[config.mk]
export PLATFORM = sky130hd
export DESIGN_NAME = hilo_divider_flat
export DESIGN_NICKNAME = d
export VERILOG_FILES = /design/src/rtl/hilo_divider_if.sv /design/src/rtl/hilo_divider.sv /design/src/flat_wrapper.sv
export SDC_FILE = /design/constraint.sdc
export NUM_CORES = 1
export LEC_CHECK = 0
export CORE_AREA = 2 2 145 147
export CTS_BUF_LIST = sky130_fd_sc_hd__clkbuf_2 sky130_fd_sc_hd__clkbuf_4 sky130_fd_sc_hd__clkbuf_8
export DETAILED_ROUTE_END_ITERATION = 8
export DIE_AREA = 0 0 147 149
export PLACE_DENSITY = 0.78
export SYNTH_ARGS = -nofsm -noshare
export SYNTH_HDL_FRONTEND = slang
export SYNTH_SLANG_ARGS = --single-unit
[constraint.sdc]
create_clock -name clock -period 3.8 [get_ports clock]
set_input_delay 1.14 -clock clock [delete_from_list [all_inputs] [get_ports clock]]
set_output_delay 1.14 -clock clock [all_outputs]
set_load 0.005 [all_outputs]
[src/rtl/hilo_divider_if.sv]
// Handshake and result bundle between the multicycle control/ALU muxes and
// the Hi/Lo divider.
interface hilo_divider_if #(
  parameter int WIDTH = 32
);
  logic             start;
  logic [WIDTH-1:0] dividend;
  logic [WIDTH-1:0] divisor;
  logic             busy;
  logic             done;
  logic [WIDTH-1:0] div_hi;
  logic [WIDTH-1:0] div_lo;
  logic             divby0flag;

  modport master (
    output start, dividend, divisor,
    input  busy, done, div_hi, div_lo, divby0flag
  );

  modport slave (
    input  start, dividend, divisor,
    output busy, done, div_hi, div_lo, divby0flag
  );
endinterface

[src/rtl/hilo_divider.sv]
// Sequential signed restoring divider feeding the Hi/Lo registers.
// Quotient -> div_lo, remainder -> div_hi, one quotient bit per cycle.
//
// state | meaning
// IDLE  | waiting for start
// CALC  | one restoring step per cycle on magnitudes, WIDTH steps
// SIGN  | apply result signs and load div_hi/div_lo
// DONE  | result valid, done pulse; a new start is accepted here too
module hilo_divider #(
  parameter int WIDTH = 32
) (
  input logic          clock,
  input logic          reset,
  hilo_divider_if.slave bus
);
  localparam int CW = $clog2(WIDTH) + 1;

  typedef enum logic [1:0] {
    IDLE = 2'd0,
    CALC = 2'd1,
    SIGN = 2'd2,
    DONE = 2'd3
  } state_t;

  state_t           state_q, state_d;
  logic [CW-1:0]    cnt_q, cnt_d;
  logic [WIDTH-1:0] rem_q, rem_d;
  logic [WIDTH-1:0] quo_q, quo_d;
  logic [WIDTH-1:0] dvs_q, dvs_d;
  logic             neg_quo_q, neg_quo_d;
  logic             neg_rem_q, neg_rem_d;
  logic [WIDTH-1:0] div_hi_q, div_hi_d;
  logic [WIDTH-1:0] div_lo_q, div_lo_d;
  logic             divby0_q, divby0_d;

  logic             accept;
  logic             dvs_zero;
  logic [WIDTH:0]   shifted;
  logic [WIDTH:0]   trial;

  assign accept   = bus.start && ((state_q == IDLE) || (state_q == DONE));
  assign dvs_zero = (bus.divisor == '0);

  // Step the partial remainder: bring in the next dividend bit, then test-subtract.
  assign shifted = {rem_q, quo_q[WIDTH-1]};
  assign trial   = shifted - {1'b0, dvs_q};

  // State and datapath registers; synchronous reset clears everything.
  always_ff @(posedge clock) begin
    if (reset) begin
      state_q   <= IDLE;
      cnt_q     <= '0;
      rem_q     <= '0;
      quo_q     <= '0;
      dvs_q     <= '0;
      neg_quo_q <= 1'b0;
      neg_rem_q <= 1'b0;
      div_hi_q  <= '0;
      div_lo_q  <= '0;
      divby0_q  <= 1'b0;
    end else begin
      state_q   <= state_d;
      cnt_q     <= cnt_d;
      rem_q     <= rem_d;
      quo_q     <= quo_d;
      dvs_q     <= dvs_d;
      neg_quo_q <= neg_quo_d;
      neg_rem_q <= neg_rem_d;
      div_hi_q  <= div_hi_d;
      div_lo_q  <= div_lo_d;
      divby0_q  <= divby0_d;
    end
  end

  // Next-state decode; a zero divisor bounces straight back to IDLE.
  always_comb begin
    state_d = state_q;
    case (state_q)
      IDLE, DONE: begin
        if (accept && !dvs_zero) state_d = CALC;
        else                     state_d = IDLE;
      end
      CALC: begin
        if (cnt_q == CW'(1)) state_d = SIGN;
      end
      SIGN:    state_d = DONE;
      default: state_d = IDLE;
    endcase
  end

  // Datapath next values: operand capture, restoring step, sign fix-up.
  always_comb begin
    cnt_d     = cnt_q;
    rem_d     = rem_q;
    quo_d     = quo_q;
    dvs_d     = dvs_q;
    neg_quo_d = neg_quo_q;
    neg_rem_d = neg_rem_q;
    div_hi_d  = div_hi_q;
    div_lo_d  = div_lo_q;
    divby0_d  = accept && dvs_zero;

    if (accept && !dvs_zero) begin
      // Magnitude of the most negative value wraps to itself, which is
      // exactly its unsigned magnitude.
      neg_quo_d = bus.dividend[WIDTH-1] ^ bus.divisor[WIDTH-1];
      neg_rem_d = bus.dividend[WIDTH-1];
      quo_d     = bus.dividend[WIDTH-1] ? -bus.dividend : bus.dividend;
      dvs_d     = bus.divisor[WIDTH-1]  ? -bus.divisor  : bus.divisor;
      rem_d     = '0;
      cnt_d     = CW'(WIDTH);
    end else if (state_q == CALC) begin
      if (!trial[WIDTH]) begin
        rem_d = trial[WIDTH-1:0];
        quo_d = {quo_q[WIDTH-2:0], 1'b1};
      end else begin
        rem_d = shifted[WIDTH-1:0];
        quo_d = {quo_q[WIDTH-2:0], 1'b0};
      end
      cnt_d = cnt_q - CW'(1);
    end else if (state_q == SIGN) begin
      div_lo_d = neg_quo_q ? -quo_q : quo_q;
      div_hi_d = neg_rem_q ? -rem_q : rem_q;
    end
  end

  // Handshake outputs decoded from the current state.
  always_comb begin
    bus.busy = (state_q == CALC) || (state_q == SIGN);
    bus.done = (state_q == DONE);
  end

  assign bus.div_hi     = div_hi_q;
  assign bus.div_lo     = div_lo_q;
  assign bus.divby0flag = divby0_q;

endmodule

[src/flat_wrapper.sv]
// flat-port wrapper written by rule: the top's interface ports become plain ports
module hilo_divider_flat 
#(
  parameter int WIDTH = 32
)
  (clock, reset, bus_start, bus_dividend, bus_divisor, bus_busy, bus_done, bus_div_hi, bus_div_lo, bus_divby0flag);
  hilo_divider_if #(.WIDTH(WIDTH)) bus_i ();
  input logic clock;
  input logic reset;
  input wire logic [$bits(bus_i.start)-1:0] bus_start;
  input wire logic [$bits(bus_i.dividend)-1:0] bus_dividend;
  input wire logic [$bits(bus_i.divisor)-1:0] bus_divisor;
  output wire logic [$bits(bus_i.busy)-1:0] bus_busy;
  output wire logic [$bits(bus_i.done)-1:0] bus_done;
  output wire logic [$bits(bus_i.div_hi)-1:0] bus_div_hi;
  output wire logic [$bits(bus_i.div_lo)-1:0] bus_div_lo;
  output wire logic [$bits(bus_i.divby0flag)-1:0] bus_divby0flag;
  assign bus_i.start = bus_start;
  assign bus_i.dividend = bus_dividend;
  assign bus_i.divisor = bus_divisor;
  assign bus_busy = bus_i.busy;
  assign bus_done = bus_i.done;
  assign bus_div_hi = bus_i.div_hi;
  assign bus_div_lo = bus_i.div_lo;
  assign bus_divby0flag = bus_i.divby0flag;
  hilo_divider #(.WIDTH(WIDTH)) u_core (.clock(clock), .reset(reset), .bus(bus_i));
endmodule
==> results.yml <==
status:
  run_status: "finished, final reports clean"
worst_setup_path:
  cp_max_fo: 4
  setup.worst_path.end_class: "flip-flop"
  criticalPathCategory: "in -> reg"
  worstSetupStartpointType: "input port"
  critPathRequiredTime_ns: 4.19
  critPathArrivalTime_ns: 3.79
cells_and_area:
  drive_gt1_share_pct: 8.87
  antenna_cells_inserted: 0
  flow.area_growth_from_synthesis_pct: 22.2
  n_fill_cell: 1752
  nNetsFinal: 1607
timing:
  tightest_slew_ns: 0.952
  final-max-slew-violation-count: 0
  post-route-period-util_pct: 89.5
  normalized_max_slew_margin_pct: 36.3
  setup_viol: 0
  final.setup_skew_ns: 0.0171
  fmax_mhz: 294
  final_period_minus_worst_setup_slack_ns: 3.40
  aggregate_negative_setup_slack_ns: 0
  timing.hold.ws_ns: 0.460
  rsz0062_at_grt: "false"
  hold_viol_final: 0
die:
  floorplan.initialDensity_pct: 53.3
  design.die.area_sq_um: 21900
  core.rowCount: 53
  core-area_sq_um: 20600
  die_h_um: 149
  io_pins: 134
  die_x_um: 147
detailed_routing:
  vias_per_cell: 5.73
  drtIter0Drc: 781
  count_of_antenna_violating_nets_left_after_detailed_routing: 0
  vias: 10200
  route.detailed.drc: 0
  avgRoutedWirePerCell_um: 15.6
  detail_route.first_pass.iterations: 5
  detail_route.wirelength_um: 27900
clock_network:
  clkSlewWorstSetupHoldPaths_ns: 0.11
  hold_buffers: 0
  clkLatencyLatePin_ns: 0.47
  tritoncts: "yes"
  cts-root-to-sink-buffers: 2
  cts_htree_levels: 4
  cts-buffers-inserted: 17
  clock-sinks: 171
  cts.root.buffer_cell: "sky130_fd_sc_hd__clkbuf_8"
  post_cts.repair.setup_buffers: 0
  post_cts.resized_instances: 0
synth:
  synth_top_area_share_pct: 31.2
  ys_ff_latch: 171
  synthCells: 1355
  synth.most_common_cell: "sky130_fd_sc_hd__dfxtp_1"
  synth_top_cells_by_area: "sky130_fd_sc_hd__dfxtp_1, sky130_fd_sc_hd__a211oi_1, sky130_fd_sc_hd__xor2_1, sky130_fd_sc_hd__mux2i_1, sky130_fd_sc_hd__nor2_1"
  postSynth.asyncResetShare_pct: 0
  number_of_synthesis_warnings: 0
  postSynthNetCount: 1464
  post_synth.cell_area_avg_sq_um: 8.09
  netlist-cell-type-count: 61
  seq_area_frac_synth_pct: 31.2
  synth_edf_count: 0
  yosys_most_used_dff: "sky130_fd_sc_hd__dfxtp_1"
  most_instantiated_cells_after_synthesis: "sky130_fd_sc_hd__dfxtp_1, sky130_fd_sc_hd__nor2_1, sky130_fd_sc_hd__a211oi_1, sky130_fd_sc_hd__nand2_1, sky130_fd_sc_hd__xor2_1"
  syn_area_sq_um: 11000
  synth_area_leader_cell: "sky130_fd_sc_hd__dfxtp_1"
grt:
  grt_first_pass_wirelength_um: 46100
  grt_start_max_net_pins: 79
  antenna_found_initial: 0
  via_count_of_the_first_global_routing_pass: 9277
  overflow: 0
  grtUsageTotal_pct: 25.5
flow_run:
  max_capacitance_violation_count: 0
power_and_ir_drop:
  max-vdd-ir-drop_v: 0.000411
  total_leakage_power_nw: 4.93
  pwr_dens_nw_per_um2: 785
placement:
  port_buffers: 133
  place_hpwl_um: 21200
  routabilityCongestion: 0.911
worst_hold_path:
  hold_path.class: "reg -> reg"
[state kept, by name, summed over array words and instances (netlist names), 2 cells and up]
| register | cells |
|---|---|
| u_core.state_q | 2 |
| u_core.quo_q | 32 |
| u_core.rem_q | 32 |
| u_core.bus.div_hi | 32 |
| u_core.dvs_q | 32 |
| u_core.cnt_q | 6 |
| u_core.bus.div_lo | 32 |
[path summary, 6_finish.rpt]
| check | from | endpoint | slack (ns) | cells past startpoint |
|---|---|---|---|---|
| max | bus_divisor[2] | u_core.dvs_q[27]$_SDFFE_PP0P_ | 0.40 | 9 |
| min | u_core.bus.div_hi[29]$_SDFFE_PP0P_ | u_core.bus.div_hi[29]$_SDFFE_PP0P_ | 0.46 | 2 |
| min reg2reg | u_core.bus.div_hi[29]$_SDFFE_PP0P_ | u_core.bus.div_hi[29]$_SDFFE_PP0P_ | 0.46 | 2 |
| max reg2reg | u_core.quo_q[31]$_SDFFE_PP0P_ | u_core.rem_q[13]$_SDFFE_PP0P_ | 0.59 | 14 |
[kinds of logic (layout without fill, tap and decap cells)]
logic type,count (synthesis),in the layout,share of synthesized area (%)
AOI/OAI and AO/OA,374,374,23.0
DFF,171,171,31.2
and+or+nand+nor,416,416,18.3
buffers and inverters,138,294,4.76
xor gates and xnor gates,151,151,12.1
adders and majority gates,42,42,4.86
muxes,63,63,5.76
[per-layer routing]
metal	routed length, um	track usage [%]
met4	229	4.86
met5	0	0
met2	12600	40.2
met3	1390	3.94
met1	13700	37.4
[per-stage QoR]
step	std cells	total power [mW]	util, %	cell area (sq um)	setup slack (ns)
final	1786	10.5	65.2	13400	0.399
after global routing	1786	11.3	65.2	13400	0.194
after CTS	1786	10.5	65.2	13400	0.430
after detailed placement	1754	9.15	63.2	13000	-0.0666
after global placement	1754	9.04	63.2	13000	-0.0424
after floorplan	1355	7.25	-	11000	0.304
[cell usage in the layout (no fill, tap or decap), types with 39 or more instances in the layout]
master and n:
sky130_fd_sc_hd__xnor2_1 58, sky130_fd_sc_hd__nand2_1 96, sky130_fd_sc_hd__nor2_1 163, sky130_fd_sc_hd__dfxtp_1 171
sky130_fd_sc_hd__inv_1 53, sky130_fd_sc_hd__xor2_1 92, sky130_fd_sc_hd__clkdlybuf4s50_1 132, sky130_fd_sc_hd__a211oi_1 127
sky130_fd_sc_hd__ha_1 39, sky130_fd_sc_hd__o21ai_0 74, sky130_fd_sc_hd__buf_4 72, sky130_fd_sc_hd__mux2i_1 62
sky130_fd_sc_hd__a21oi_1 61
[critical path, cell delays in order]
cell	delay, ns
sky130_fd_sc_hd__clkdlybuf4s50_1	0.41
sky130_fd_sc_hd__or4_1	0.58
sky130_fd_sc_hd__or4_1	0.45
sky130_fd_sc_hd__nor3_1	0.25
sky130_fd_sc_hd__buf_4	0.17
sky130_fd_sc_hd__nand3_1	0.11
sky130_fd_sc_hd__o41ai_1	0.34
sky130_fd_sc_hd__xor2_1	0.11
sky130_fd_sc_hd__a211oi_1	0.23
[where the power goes]
| part | internal (mW) | switching [mW] |
|---|---|---|
| clock network | 0.504 | 0.802 |
| logic | 2.88 | 3.45 |
| registers | 2.33 | 0.553 |
[cell type report]
cell class / instances / area [sq um] / area share, %
Multi-Input combinational cell: 1046 / 7060 / 52.7
Sequential cell: 171 / 3420 / 25.5
Timing Repair Buffer: 209 / 1960 / 14.6
Tap cell: 275 / 344 / 2.57
Clock buffer: 17 / 234 / 1.75
Inverter: 53 / 199 / 1.48
Clock inverter: 15 / 174 / 1.30
No activity file was read; power rests on OpenSTA's default activity.
